--- config.mk ---
export PLATFORM = sky130hd
export DESIGN_NAME = timer_irq_ctrl
export DESIGN_NICKNAME = d
export VERILOG_FILES = /design/src/rtl/bus_map_pkg.sv /design/src/rtl/timer_irq_ctrl_tick_prescaler.sv /design/src/rtl/timer_irq_ctrl.sv
export SDC_FILE = /design/constraint.sdc
export NUM_CORES = 1
export LEC_CHECK = 0
export CAP_MARGIN = 30
export CORE_ASPECT_RATIO = 0.7
export CORE_UTILIZATION = 54
export CTS_CLUSTER_DIAMETER = 120
export DETAILED_ROUTE_END_ITERATION = 16
export PLACE_DENSITY = 0.9
export SETUP_SLACK_MARGIN = 0.1
export SLEW_MARGIN = 30
export SYNTH_ARGS = -nofsm -noshare
export SYNTH_HDL_FRONTEND = slang
export SYNTH_SLANG_ARGS = --single-unit
--- constraint.sdc ---
create_clock -name clk -period 7.52 [get_ports clk]
set_input_delay 2.256 -clock clk [delete_from_list [all_inputs] [get_ports clk]]
set_output_delay 2.256 -clock clk [all_outputs]
set_load 0.05 [all_outputs]
--- src/rtl/bus_map_pkg.sv ---
// Shared data-bus map for the single-cycle MIPS core: timer window base,
// register offsets, TCON bit positions and the decoder PCSrc code for IRQ.
// Also provides the timer register select type and its address decoder.
package bus_map_pkg;

  localparam logic [31:0] TIMER_BASE = 32'h4000_0000;
  localparam logic [31:0] TH_OFS     = 32'h0000_0000;
  localparam logic [31:0] TL_OFS     = 32'h0000_0004;
  localparam logic [31:0] TCON_OFS   = 32'h0000_0008;

  localparam int TCON_EN      = 0;
  localparam int TCON_IE      = 1;
  localparam int TCON_STATUS  = 2;
  localparam int TCON_ONESHOT = 3;

  // Decoder PCSrc value that vectors the core to the IRQ handler.
  localparam logic [2:0] PCSRC_IRQ = 3'b100;

  typedef enum logic [1:0] {
    SEL_TH   = 2'd0,
    SEL_TL   = 2'd1,
    SEL_TCON = 2'd2,
    SEL_NONE = 2'd3
  } tmr_sel_e;

  // Exact-match decode: any misaligned or out-of-window address is SEL_NONE.
  function automatic tmr_sel_e decode_sel(input logic [31:0] addr,
                                          input logic [31:0] base);
    logic [31:0] ofs;
    ofs = addr - base;
    if (ofs == TH_OFS)        return SEL_TH;
    else if (ofs == TL_OFS)   return SEL_TL;
    else if (ofs == TCON_OFS) return SEL_TCON;
    else                      return SEL_NONE;
  endfunction

endpackage

--- src/rtl/timer_irq_ctrl_tick_prescaler.sv ---
// tick_prescaler: divides the enabled clock by PRESCALE.
// Ports:
//   clk   in  system clock
//   reset in  synchronous, active-high
//   en    in  timer enable; counter held at 0 while low
//   tick  out one-cycle pulse every PRESCALE enabled cycles
module tick_prescaler #(
  parameter int PRESCALE = 1
) (
  input  logic clk,
  input  logic reset,
  input  logic en,
  output logic tick
);

  // PRESCALE = 1 leaves a 1-bit counter that never leaves 0, so tick = en.
  localparam int CW = (PRESCALE > 1) ? $clog2(PRESCALE) : 1;

  logic [CW-1:0] r_cnt;
  logic          w_wrap;

  assign w_wrap = (r_cnt == CW'(PRESCALE - 1));
  assign tick   = en & w_wrap;

  always_ff @(posedge clk) begin
    if (reset)       r_cnt <= '0;
    else if (!en)    r_cnt <= '0;
    else if (w_wrap) r_cnt <= '0;
    else             r_cnt <= r_cnt + CW'(1);
  end

endmodule

--- src/rtl/timer_irq_ctrl.sv ---
// timer_irq_ctrl: memory-mapped interval timer and IRQ source for the
// single-cycle MIPS core. TH = reload, TL = counter, TCON = {oneshot,status,ie,en}.
// Ports:
//   clk, reset        system clock, synchronous active-high reset
//   pc_kernel         PC[31]; masks irq while the core is in kernel mode
//   addr, wdata       data bus byte address and store data
//   MemWr, MemRd      store / load strobes
//   rdata             same-cycle load data (0 unless MemRd & hit)
//   hit               addr is TH, TL or TCON exactly
//   irq               level interrupt request to the decoder
module timer_irq_ctrl
  import bus_map_pkg::*;
#(
  parameter logic [31:0] BASE_ADDR = TIMER_BASE,
  parameter int          PRESCALE  = 1
) (
  input  logic        clk,
  input  logic        reset,
  input  logic        pc_kernel,
  input  logic [31:0] addr,
  input  logic [31:0] wdata,
  input  logic        MemWr,
  input  logic        MemRd,
  output logic [31:0] rdata,
  output logic        hit,
  output logic        irq
);

  logic [31:0] r_th;
  logic [31:0] r_tl;
  logic        r_en;
  logic        r_ie;
  logic        r_status;
  logic        r_oneshot;

  tmr_sel_e    w_sel;
  logic        w_tick;
  logic        w_ovf;
  logic        w_wr_th;
  logic        w_wr_tl;
  logic        w_wr_tcon;
  logic [31:0] w_tcon;

  tick_prescaler #(.PRESCALE(PRESCALE)) u_presc (
    .clk   (clk),
    .reset (reset),
    .en    (r_en),
    .tick  (w_tick)
  );

  assign w_sel     = decode_sel(addr, BASE_ADDR);
  assign hit       = (w_sel != SEL_NONE);
  assign w_wr_th   = MemWr & (w_sel == SEL_TH);
  assign w_wr_tl   = MemWr & (w_sel == SEL_TL);
  assign w_wr_tcon = MemWr & (w_sel == SEL_TCON);
  assign w_ovf     = w_tick & (r_tl == 32'hFFFF_FFFF);
  assign w_tcon    = {28'd0, r_oneshot, r_status, r_ie, r_en};

  // Kernel mode masks the request so the handler is never re-entered.
  assign irq = r_ie & r_status & ~pc_kernel;

  always_comb begin
    rdata = 32'd0;
    if (MemRd) begin
      case (w_sel)
        SEL_TH:   rdata = r_th;
        SEL_TL:   rdata = r_tl;
        SEL_TCON: rdata = w_tcon;
        default:  rdata = 32'd0;
      endcase
    end
  end

  always_ff @(posedge clk) begin
    if (reset) begin
      r_th      <= 32'd0;
      r_tl      <= 32'd0;
      r_en      <= 1'b0;
      r_ie      <= 1'b0;
      r_status  <= 1'b0;
      r_oneshot <= 1'b0;
    end else begin
      if (w_wr_th) r_th <= wdata;

      // A software write to TL beats both increment and reload.
      if (w_wr_tl)     r_tl <= wdata;
      else if (w_tick) r_tl <= w_ovf ? r_th : r_tl + 32'd1;

      // Written en beats the oneshot self-disable.
      if (w_wr_tcon) begin
        r_en      <= wdata[TCON_EN];
        r_ie      <= wdata[TCON_IE];
        r_oneshot <= wdata[TCON_ONESHOT];
      end else if (w_ovf & r_oneshot) begin
        r_en      <= 1'b0;
      end

      // Write-0-to-clear; a coincident overflow keeps status set.
      if (w_ovf)                                  r_status <= 1'b1;
      else if (w_wr_tcon & ~wdata[TCON_STATUS])   r_status <= 1'b0;
    end
  end

endmodule

==> metrics.yaml <==
synth.area.top_cells: "dfxtp_1 (33%), mux2i_1 (7.7%), nor2_1 (7.4%)"
instances_no_fill: 735
rsz0062_at_grt: "no"
fin_crit_ns: 6.90
final_common_cell: "nor2_1"
async_flop_share: 0
drive_gt1_frac: 0.119
avgSynthCellArea_um2: 7.55
slew_violations: 0
max_freq_mhz: 145
cpPeakStageDelay_ns: 0.42
synth_top_area_cell: "dfxtp_1"
synth_fa_ha_area_frac: 0.00300
grt_pass1_wl_um: 21600
cts_tree: "built"
clock-skew-final_ns: 0.00780
grt_max_degree: 54
finalSetupTns_ns: 0
critPathTopFamily: "simple AND/OR/NAND/NOR gates"
status: "complete, no violations"
via_per_inst: 6.47
worstHoldPathType: "flip-flop to flip-flop"
cp_data_arrival_time_ns: 4.64
crit_chain: "clkdlybuf4s50_1, nor4_1, nand4_1, nor4_2, buf_4, a22oi_1, nor2_1, buf_12"
drtAntennaViolNets: 0
p_leak_uw: 0.00186
synth-xor-area-share: 0.0252
post_cts_resize_count: 0
critPathCaptureType: "output pin"
start_kind: "input port"
synth_seq_area_share: 0.331
routedWlPerCell_um: 18.5
yosys.area_share.simple: 0.277
finalHoldWorstSlack_ns: 0.492
io-pin-count: 103
via_count: 4752
synthCells: 553
start_util: 0.565
worst_pin_slew_ns: 0.804
rows: 26
cts_buffers: 9
insertion_delay_ns: 0.36
drt-initial-drc-count: 623
critPathSlowestCell: "clkdlybuf4s50_1"
die_h_um: 75.6
yosysUniqueCellTypes: 57
dp_hpwl_um: 9170
power_density_nw_per_um2: 129
syn_area_um2: 4170
dr.pass1.iters: 6
grt_pass1_vias: 4446
synthFlopType: "dfxtp_1"
worstPathRequired_ns: 5.26
die_w_um: 107
ys.warnings.count: 0
numPlacedInstances: 718
hold_viol: 0
track_usage: 0.344
syn_nets: 623
synth_top_cell_area_share: 0.331
postCtsHoldBufs: 0
root_buffer: "clkbuf_8"
cts.sinks: 69
totalWireLength_um: 13600
drc_errors: 0
synth_mux_area_frac: 0.0848
power_uw: 737
h-tree-depth: 3
synth_edf_count: 0
fillCellCount: 520
place_congestion: 0.875
die_area_um2: 8090
nets: 702
period_share: 0.918
clk_pin_slew_ns: 0.08
overflow: 0
synth_top_family_by_area: "simple AND/OR/NAND/NOR gates"
antenna_found_initial: 0
relSlewSlack: 0.463
synth.ff_latch_count: 69
layout_common_cells: "nor2_1 (82), nand2_1 (74), clkdlybuf4s50_1 (69), dfxtp_1 (69)"
crit_fanout: 30
setup_violations: 0
r2r_setup_slack_ns: 4.61
diodes: 0
postCtsSetupRepairBufs: 0
criticalPathCategory: "input port to output pin"
synth-compound-area-share: 0.223
port_buffers: 102
vdd_drop_max_uv: 87.7
clock_path_buffers: 2
crit_buf_inv: 3
area_delta_synth_final_pct: 37.3
coreArea_um2: 7380
drv_cap: 0
[worst reg2reg max path: stages, from the launching register on]
cell,delay (ns)
dfxtp_1,0.44
ha_1,0.27
and3_1,0.26
nand4_1,0.45
nor4_4,0.68
buf_4,0.30
nand2_1,0.07
a311o_1,0.35
nand2_1,0.05
[synthesized netlist by cell type, drive strengths merged (12+ instances only)]
library cell / count
nor2: 82
mux2i: 32
a22oi: 28
nor3: 13
a21oi: 31
nand2: 74
dfxtp: 69
nor4: 15
clkbuf: 31
buf: 12
o21ai: 28
nand3: 22
[kinds of logic after synthesis]
group,after synthesis
AOI/OAI and AO/OA,137
xor gates and xnor gates,12
adders and majority gates,1
buffers and inverters,52
DFF,69
muxes,35
other,1
and+or+nand+nor,246
[power by group]
group	total [µW]	internal (µW)	switching, µW
Sequential	368	366	1.94
Clock	311	161	150
Combinational	57.4	35.2	22.2
[metrics by stage]
stage                     worst slack (ns)  area [µm²]   util
after global placement               0.808        5520  0.747
after CTS                            0.666        5720  0.774
after detailed placement             0.684        5520  0.747
final                                0.620        5730  0.776
after floorplan                      0.566        4180      -
after global routing                 0.481        5730  0.776
[worst paths after layout]
| path | from | end | cells past startpoint |
|---|---|---|---|
| setup / recovery | addr[0] | rdata[22] | 8 |
| hold / removal | r_th[5]$_SDFFE_PP0P_ | r_th[5]$_SDFFE_PP0P_ | 2 |
| setup reg to reg | r_tl[0]$_SDFFE_PP0P_ | r_tl[1]$_SDFFE_PP0P_ | 8 |
| hold reg to reg | r_th[5]$_SDFFE_PP0P_ | r_th[5]$_SDFFE_PP0P_ | 2 |
[layer usage]
metal / vias to the layer above / GRT usage / wire length [µm]
li1: 2159 / - / -
met1: 2192 / 0.449 / 5580
met2: 355 / 0.548 / 6060
met3: 46 / 0.0847 / 1640
met4: 0 / 0.154 / 348
met5: - / 0 / 0
[registers in the layout (all words and copies together), names as in the netlist]
register and flops:
r_ie 1, r_en 1, r_tl 32, u_presc.r_cnt 1, r_status 1, r_th 32
r_oneshot 1
[final cells by class]
cell class	count	area [µm²]	share of cell area
repair buffers	111	1410	0.245
well taps	98	123	0.0214
clock buffers	10	138	0.0240
flip-flops and latches	69	1380	0.241
inverters	9	33.8	0.00590
clock inverters	6	62.6	0.0109
multi-input cells	432	2580	0.451
No activity file was read; power rests on OpenSTA's default activity.
